### config.mk
export PLATFORM = sky130hd
export DESIGN_NAME = mux_2_arbiter
export DESIGN_NICKNAME = d
export VERILOG_FILES = /design/src/rtl/mux_arb_pkg.sv /design/src/rtl/mux_2.sv /design/src/rtl/mux_2_arbiter.sv
export SDC_FILE = /design/constraint.sdc
export NUM_CORES = 1
export LEC_CHECK = 0
export CAP_MARGIN = 20
export CORE_UTILIZATION = 38
export CTS_BUF_LIST = sky130_fd_sc_hd__clkbuf_16
export CTS_CLUSTER_DIAMETER = 150
export DETAILED_ROUTE_END_ITERATION = 8
export PLACE_DENSITY = 0.81
export SETUP_SLACK_MARGIN = 0.3
export SLEW_MARGIN = 10
export SYNTH_ARGS = -nofsm -noshare
export SYNTH_HDL_FRONTEND = slang
export SYNTH_SLANG_ARGS = --single-unit
### constraint.sdc
create_clock -name i_clk -period 1.5 [get_ports i_clk]
set_input_delay 0.15 -clock i_clk [delete_from_list [all_inputs] [get_ports i_clk]]
set_output_delay 0.15 -clock i_clk [all_outputs]
set_load 0.02 [all_outputs]
### src/rtl/mux_arb_pkg.sv
// Shared types and reset constants for the two-requester mux arbiter.
// Provides the output FSM state enum and the tie-break grant helper.
package mux_arb_pkg;

  typedef enum logic {
    S_EMPTY = 1'b0,
    S_FULL  = 1'b1
  } arb_state_e;

  localparam logic Y_RST_BIT = 1'b0;
  localparam logic SRC_RST   = 1'b0;
  localparam logic PRIO_RST  = 1'b0;

  // Lone requester wins; on a tie the pointer decides.
  // With nobody valid the select parks on the pointer.
  function automatic logic arb_grant(
    input logic v0,
    input logic v1,
    input logic prio
  );
    logic g;
    g = prio;
    if (v0 && v1) g = prio;
    else if (v1)  g = 1'b1;
    else if (v0)  g = 1'b0;
    return g;
  endfunction

endpackage

### src/rtl/mux_2.sv
// Two-input word multiplexer shared by the arbiter datapath.
// Ports: i_d0/i_d1 data, i_s select (1 picks i_d1), o_y result.
module mux_2 #(
  parameter int WIDTH = 8
) (
  input  logic [WIDTH-1:0] i_d0,
  input  logic [WIDTH-1:0] i_d1,
  input  logic             i_s,
  output logic [WIDTH-1:0] o_y
);

  assign o_y = i_s ? i_d1 : i_d0;

endmodule

### src/rtl/mux_2_arbiter.sv
// Two-requester valid/ready arbiter feeding one registered output slot.
// Ports: i_clk, i_reset (sync, high); req K: i_dK, i_validK, o_readyK;
// out: o_y, o_valid, i_ready, o_src; o_sel is the live mux select.
// Build option: ARB_FIXED_PRIO_EN makes requester 0 win every tie.
module mux_2_arbiter
  import mux_arb_pkg::*;
#(
  parameter int WIDTH = 8
) (
  input  logic             i_clk,
  input  logic             i_reset,
  input  logic [WIDTH-1:0] i_d0,
  input  logic             i_valid0,
  output logic             o_ready0,
  input  logic [WIDTH-1:0] i_d1,
  input  logic             i_valid1,
  output logic             o_ready1,
  output logic [WIDTH-1:0] o_y,
  output logic             o_valid,
  input  logic             i_ready,
  output logic             o_src,
  output logic             o_sel
);

  arb_state_e       state_q;
  arb_state_e       state_d;
  logic [WIDTH-1:0] y_q;
  logic [WIDTH-1:0] y_d;
  logic             src_q;
  logic             src_d;
  logic [WIDTH-1:0] mux_y;
  logic             prio;
  logic             grant;
  logic             can_accept;
  logic             acc0;
  logic             acc1;
  logic             accept;

`ifdef ARB_FIXED_PRIO_EN
  assign prio = PRIO_RST;
`else
  logic prio_q;
  logic prio_d;

  // Loser of the last transfer is favoured next.
  always_comb begin
    prio_d = prio_q;
    if (accept) prio_d = ~grant;
  end

  always_ff @(posedge i_clk) begin
    if (i_reset) prio_q <= PRIO_RST;
    else         prio_q <= prio_d;
  end

  assign prio = prio_q;
`endif

  always_comb begin
    grant      = arb_grant(i_valid0, i_valid1, prio);
    can_accept = (state_q == S_EMPTY) || i_ready;
    // Reset cycle must never handshake a word.
    acc0   = !i_reset && can_accept && !grant && i_valid0;
    acc1   = !i_reset && can_accept &&  grant && i_valid1;
    accept = acc0 || acc1;
  end

  mux_2 #(
    .WIDTH (WIDTH)
  ) u_mux (
    .i_d0 (i_d0),
    .i_d1 (i_d1),
    .i_s  (grant),
    .o_y  (mux_y)
  );

  always_ff @(posedge i_clk) begin
    if (i_reset) state_q <= S_EMPTY;
    else         state_q <= state_d;
  end

  always_comb begin
    state_d = state_q;
    unique case (state_q)
      S_EMPTY: begin
        if (accept) state_d = S_FULL;
      end
      S_FULL: begin
        if (!accept && i_ready) state_d = S_EMPTY;
      end
    endcase
  end

  always_comb begin
    o_valid = (state_q == S_FULL);
  end

  always_comb begin
    y_d   = y_q;
    src_d = src_q;
    if (accept) begin
      y_d   = mux_y;
      src_d = grant;
    end
  end

  always_ff @(posedge i_clk) begin
    if (i_reset) begin
      y_q   <= {WIDTH{Y_RST_BIT}};
      src_q <= SRC_RST;
    end else begin
      y_q   <= y_d;
      src_q <= src_d;
    end
  end

  assign o_ready0 = acc0;
  assign o_ready1 = acc1;
  assign o_y      = y_q;
  assign o_src    = src_q;
  assign o_sel    = grant;

endmodule

* Word-level counts from Yosys, hierarchy flattened *
Index checks and enable logic that the tools add are counted.

operators by class
  multiplexer cells = 7
  bitwise gates (word level) = 2
  reductions and logical operators = 12

operator list
  kind                             number
  two-way mux 8 bit                1
  logical AND 1 bit                7
  two-way mux 1 bit                5
  logical NOT 1 bit                3
  logical OR 1 bit                 2
  inverter 1 bit                   2
  case mux 1 bit (2 select lines)  1

word-level totals
  flip-flop bits (word level) = 11
  input bits = 21
  output and inout bits = 13
  logic and storage cells = 25

* Logic depth before layout (Yosys ltp) *
  depth in word-level cells = 11
  depth in mapped cells = 4
  gate-level depth less buffers = 3

* Cells and area by module *
From an unflattened synthesis, not the netlist that was laid out.

unflattened totals
  cell total of the unflattened synthesis = 60
  area, all modules = 588.1 µm²

by module, submodules not included
  module         instances  cells each  area an instance (µm²)  seq. area each (µm²)
  mux_2_arbiter  1          51          456.7                   220.2
  mux_2          1          9           131.4                   0.0

* Worst setup path before layout *
No wires, ideal clock.

  path kind = reg2reg
  from = register state_q, in the netlist o_valid
  to = register y_q[0], in the netlist o_y[0]
  library setup time = 0.139 ns
  data arrival time = 0.957 ns
  required time = 1.361 ns
  setup slack = 0.404 ns
  cell stages (with the launch flop) = 4
  buffers on the path = 0
  clock period less this slack = 1.096 ns
  cell sequence = dfxtp_1 -> and2b_1 -> o21bai_2 -> o221ai_1

on the way
  word-level cells in the longest chain between the ends = 6
  elaborated cells on any way between the ends = 8

RTL lines
  what                                                       line                                      source
  from (decl)                                                mux_2_arbiter.sv:25                       arb_state_e state_q;
  from (signal assigned)                                     mux_2_arbiter.sv:79                       else state_q <= state_d;
  inverter 1 bit (*)                                         --
  logical OR 1 bit (*)                                       mux_2_arbiter.sv:61                       can_accept = (state_q == S_EMPTY) || i_ready;
  logical AND 1 bit (*)                                      mux_2_arbiter.sv:63, mux_2_arbiter.sv:64
  logical AND 1 bit, on equally long branches (2 in series)  mux_2_arbiter.sv:63, mux_2_arbiter.sv:64
  logical OR 1 bit (*)                                       mux_2_arbiter.sv:65                       accept = acc0 || acc1;
  to (signal assigned)                                       mux_2_arbiter.sv:109                      y_q <= {WIDTH{Y_RST_BIT}};
  to (signal assigned)                                       mux_2_arbiter.sv:112                      y_q <= y_d;
  to (decl)                                                  mux_2_arbiter.sv:27                       logic [WIDTH-1:0] y_q;

Every way passes the cells marked *; elsewhere a longest branch is shown, timed or not.
A chain may end at the register's enable or synchronous reset.

* Final worst setup path *
  from = register prio_q, in the netlist prio
  to = output o_ready1

on the way
  word-level cells in the longest chain between the ends = 5

RTL lines
  what                                 line                 source
  from (decl)                          mux_2_arbiter.sv:42  logic prio_q;
  from (signal assigned)               mux_2_arbiter.sv:53  else prio_q <= prio_d;
  two-way mux 1 bit                    mux_arb_pkg.sv:25    else if (v0) g = 1'b0;
  two-way mux 1 bit                    mux_arb_pkg.sv:24    else if (v1) g = 1'b1;
  two-way mux 1 bit (*)                mux_arb_pkg.sv:23    if (v0 && v1) g = prio;
  logical AND 1 bit (*) (2 in series)  mux_2_arbiter.sv:64  acc1 = !i_reset && can_accept && grant && i_valid1;
  to (decl)                            mux_2_arbiter.sv:17  output logic o_ready1,

Marks and branches as above.

==> results.txt <==
----------------------------------------------------
[Timing]
  Relative slew slack ... 0.8424
  Unrepaired setup endpoints after global routing ... true
  Final hold vios ... 0
  Transition time of the tightest slew-check pin ... ~0.23 ns
  Final worst clock skew ... approximately 0.0044 ns
  Final number of max-transition violations ... 0
  Final setup violation count ... 0
  Minimum hold slack ... 0.3662 ns
  Peak clock frequency supported by timing ... 0.7979 GHz
  Minimum clock period ... 1.253 ns
  Tcrit/Tclk final ... 0.8356
  Minimum setup slack in the final design ... 0.2467 ns

[Floorplanning]
  Ports placed on the boundary ... 34
  Die Span X ... 40.06 um
  Initial core utilization ... 0.4179
  Die area ... 1605 um^2
  Row cnt ... 13
  Die H ... 40.06 um
  Floorplan Core Area ... 1318 um^2

[Global route]
  Number of antenna violations at the first check in global routing ... 0
  Pin count of the biggest net entering global routing ... 12
  Global routing usage on met3 ... 0.08333
  Most crowded layer after global routing ... met2
  Global routing met1 resource utilization ... 0.2525
  Via count of the first global-routing pass ... 527
  Global-route wire length before repair ... 2221 um
  Total overflow reported by the global router ... 0
  Fraction of met2 tracks used by global routing ... 0.3427
  Combined global-route utilization of all metal layers ... 0.2197

[Drt]
  Count of antenna-violating nets left after detailed routing ... 0
  Final routed wire length divided by cell count ... approximately 12 um
  Final routed wirelength across all metal layers ... 1485 um
  Detailed-router iteration count before antenna repair ... 4
  Iteration-0 DRC Markers ... 11
  Count of vias placed by the detailed router ... ~610
  Average via count per standard cell ... 5.134
  Number of remaining DRC errors ... 0

[Synthesis]
  Main area contributors after synthesis ... sky130_fd_sc_hd__dfxtp_1, sky130_fd_sc_hd__o221ai_1, sky130_fd_sc_hd__inv_1
  Sequential-to-total area share from yosys stat ... 0.4000
  Synthesized area divided by synthesized cell count ... between 8 and 9 um^2
  YS warnings ... 0
  Post-Synthesis Net Count ... 84
  Post-synthesis cell type with the largest combined area ... sky130_fd_sc_hd__dfxtp_1
  Cell count after synthesis ... 63
  Area fraction of the dominant cell type after synthesis ... 0.4000
  Summed instance area of the synthesized netlist ... between 500 and 600 um^2
  Distinct cell type count of the synthesized netlist ... 19
  Number of storage elements in the synthesis netlist ... 11

[Power]
  Pwr Density ... 1031 nW/um^2
  Worst vdd ir ... 0.5973 mV
  Leakage power ... 0.0004888 uW

[Worst setup path]
  Critical-path cell with the highest stage delay ... sky130_fd_sc_hd__dfxtp_4
  Type of the worst setup path ... flop to output port
  Arrival time of data at the critical path endpoint ... roughly 1.1 ns
  Cells along the critical path ... or2b_4 -> nand4b_4 -> inv_2 -> buf_6
  Kind of start point of the critical path ... flop
  Reg2Reg Depth ... 4
  Critical path data required time ... 1.35 ns
  Endpoint kind of the worst setup timing path ... output port
  Worst Path Max Fanout ... 5
  Maximum single-stage delay on the critical path ... 0.36 ns

[Clocking]
  Total number of H-tree levels ... 1
  Clock transition at the registers of the reported paths ... 0.05 ns
  Total clock buffers created by CTS ... 3
  Count of hold buffers inserted by post-cts repair ... 0
  Worst-case clock buffer depth ... 2
  Number of buffers added for setup after CTS ... 0
  Cell at the root of the clock tree ... sky130_fd_sc_hd__clkbuf_16
  Clock tree from TritonCTS ... built
  Number of sinks on the clock net ... 11
  Clock latency on the worst-skew pair ... 0.24 ns

[Placed design]
  HPWL Detailed ... 1023 um
  Worst setup slack after placement ... -0.2665 ns
  Placed cells ... 115
  IO buf count ... 33
  Area post-placement ... between 900 and 1000 um^2
  Routability-driven placement congestion ratio ... 0.7311

[Layout]
  Post-layout nets ... 126
  Fraction of final layout cells with drive strength greater than 1 ... 0.2212
  Final standard cell area without fillers ... 1027 um^2
  Number of non-filler instances in the completed layout ... about 120
  Leading cell type in the layout, fill and taps excluded ... sky130_fd_sc_hd__inv_1
  Leading cell types in the layout, fill and taps excluded ... sky130_fd_sc_hd__inv_1, sky130_fd_sc_hd__clkdlybuf4s50_1, sky130_fd_sc_hd__dlygate4sd2_1
  Layout overhead on the synthesized area ... 86.59%
  Antenna Cells ... 0

[Hold path]
  Hold WC Path Type ... input port to flop
  Min-Delay Path Depth ... 2

[Job]
  Number of maximum-capacitance violations ... 0

[Status]
  Result of the run ... completed

----------------------------------------------------
==> sequential cells by signal (all words and copies together), names as in the netlist <==
signal / count
o_valid: 1
o_src: 1
prio: 1
o_y: 8
==> cells by family (layout without fill, tap and decap cells) <==
kind of cell / count (synthesis) / after routing / synth area share
adders and majority gates: 1 / 1 / 0.01818
and+or+nand+nor: 15 / 15 / 0.2114
DFF: 11 / 11 / 0.4000
buffers and inverters: 21 / 62 / 0.1545
AOI/OAI and AO/OA: 15 / 15 / 0.2159
==> what timing repair did <==
item	in CTS	in global routing
cloned	0	0
gates resized for setup	36	4
pin swaps	1	1
setup endpoints to repair	21	11
==> report_power, final <==
part	internal [uW]	switching, uW
Sequential	319	15.5
Clock	353	137
Combinational	124	110
Total	797	263
==> through the flow <==
stage | power [uW] | setup TNS, ns | util
6_report | 1059 | 0 | 0.7797
5_1_grt | 1110 | 0 | 0.7797
4_1_cts | 1062 | 0 | 0.7692
3_5_place_dp | 581.6 | -1.310 | 0.7094
3_3_place_gp | 578.1 | -0.9458 | 0.7094
2_1_floorplan | 447.0 | 0 | -
==> worst paths after layout <==
kind,start,to,slack (ns)
hold / removal,i_valid1,prio,0.37
setup / recovery,prio,o_ready1,0.25
setup reg to reg,prio,o_y[7],0.37
hold reg to reg,o_y[4],o_y[4],0.49
==> synthesized netlist by cell type, drive strengths merged <==
cell type,count
nand4b,1
o21bai,1
o21ai,1
nand4,8
nand2b,1
nand3,1
o221ai,8
a21oi,4
nor2,1
and2b,1
maj3,1
or2b,1
dfxtp,11
a311oi,1
inv,18
buf,3
and3,1
==> cell type report <==
type	instances	area [um^2]
inverters	18	67.56
fillers	102	290.3
repair buffers	40	372.9
clock inverters	1	5.005
flip-flops and latches	11	224.0
well taps	15	18.77
clock buffers	3	75.07
multi-input cells	31	264.0
==> worst max-delay path: cells and delay by family (launching register included) <==
family | cells | cell delay (ns)
buffers and inverters | 2 | 0.16
flip-flops | 1 | 0.36
AND/OR/NAND/NOR | 2 | 0.35
==> per-layer routing <==
metal | up-vias | wire, um
met1 | 278 | 636
met2 | 23 | 744
li1 | 308 | -
met3 | 2 | 91
met5 | - | 0
met4 | 0 | 13
(Power assumes the default switching activity.)
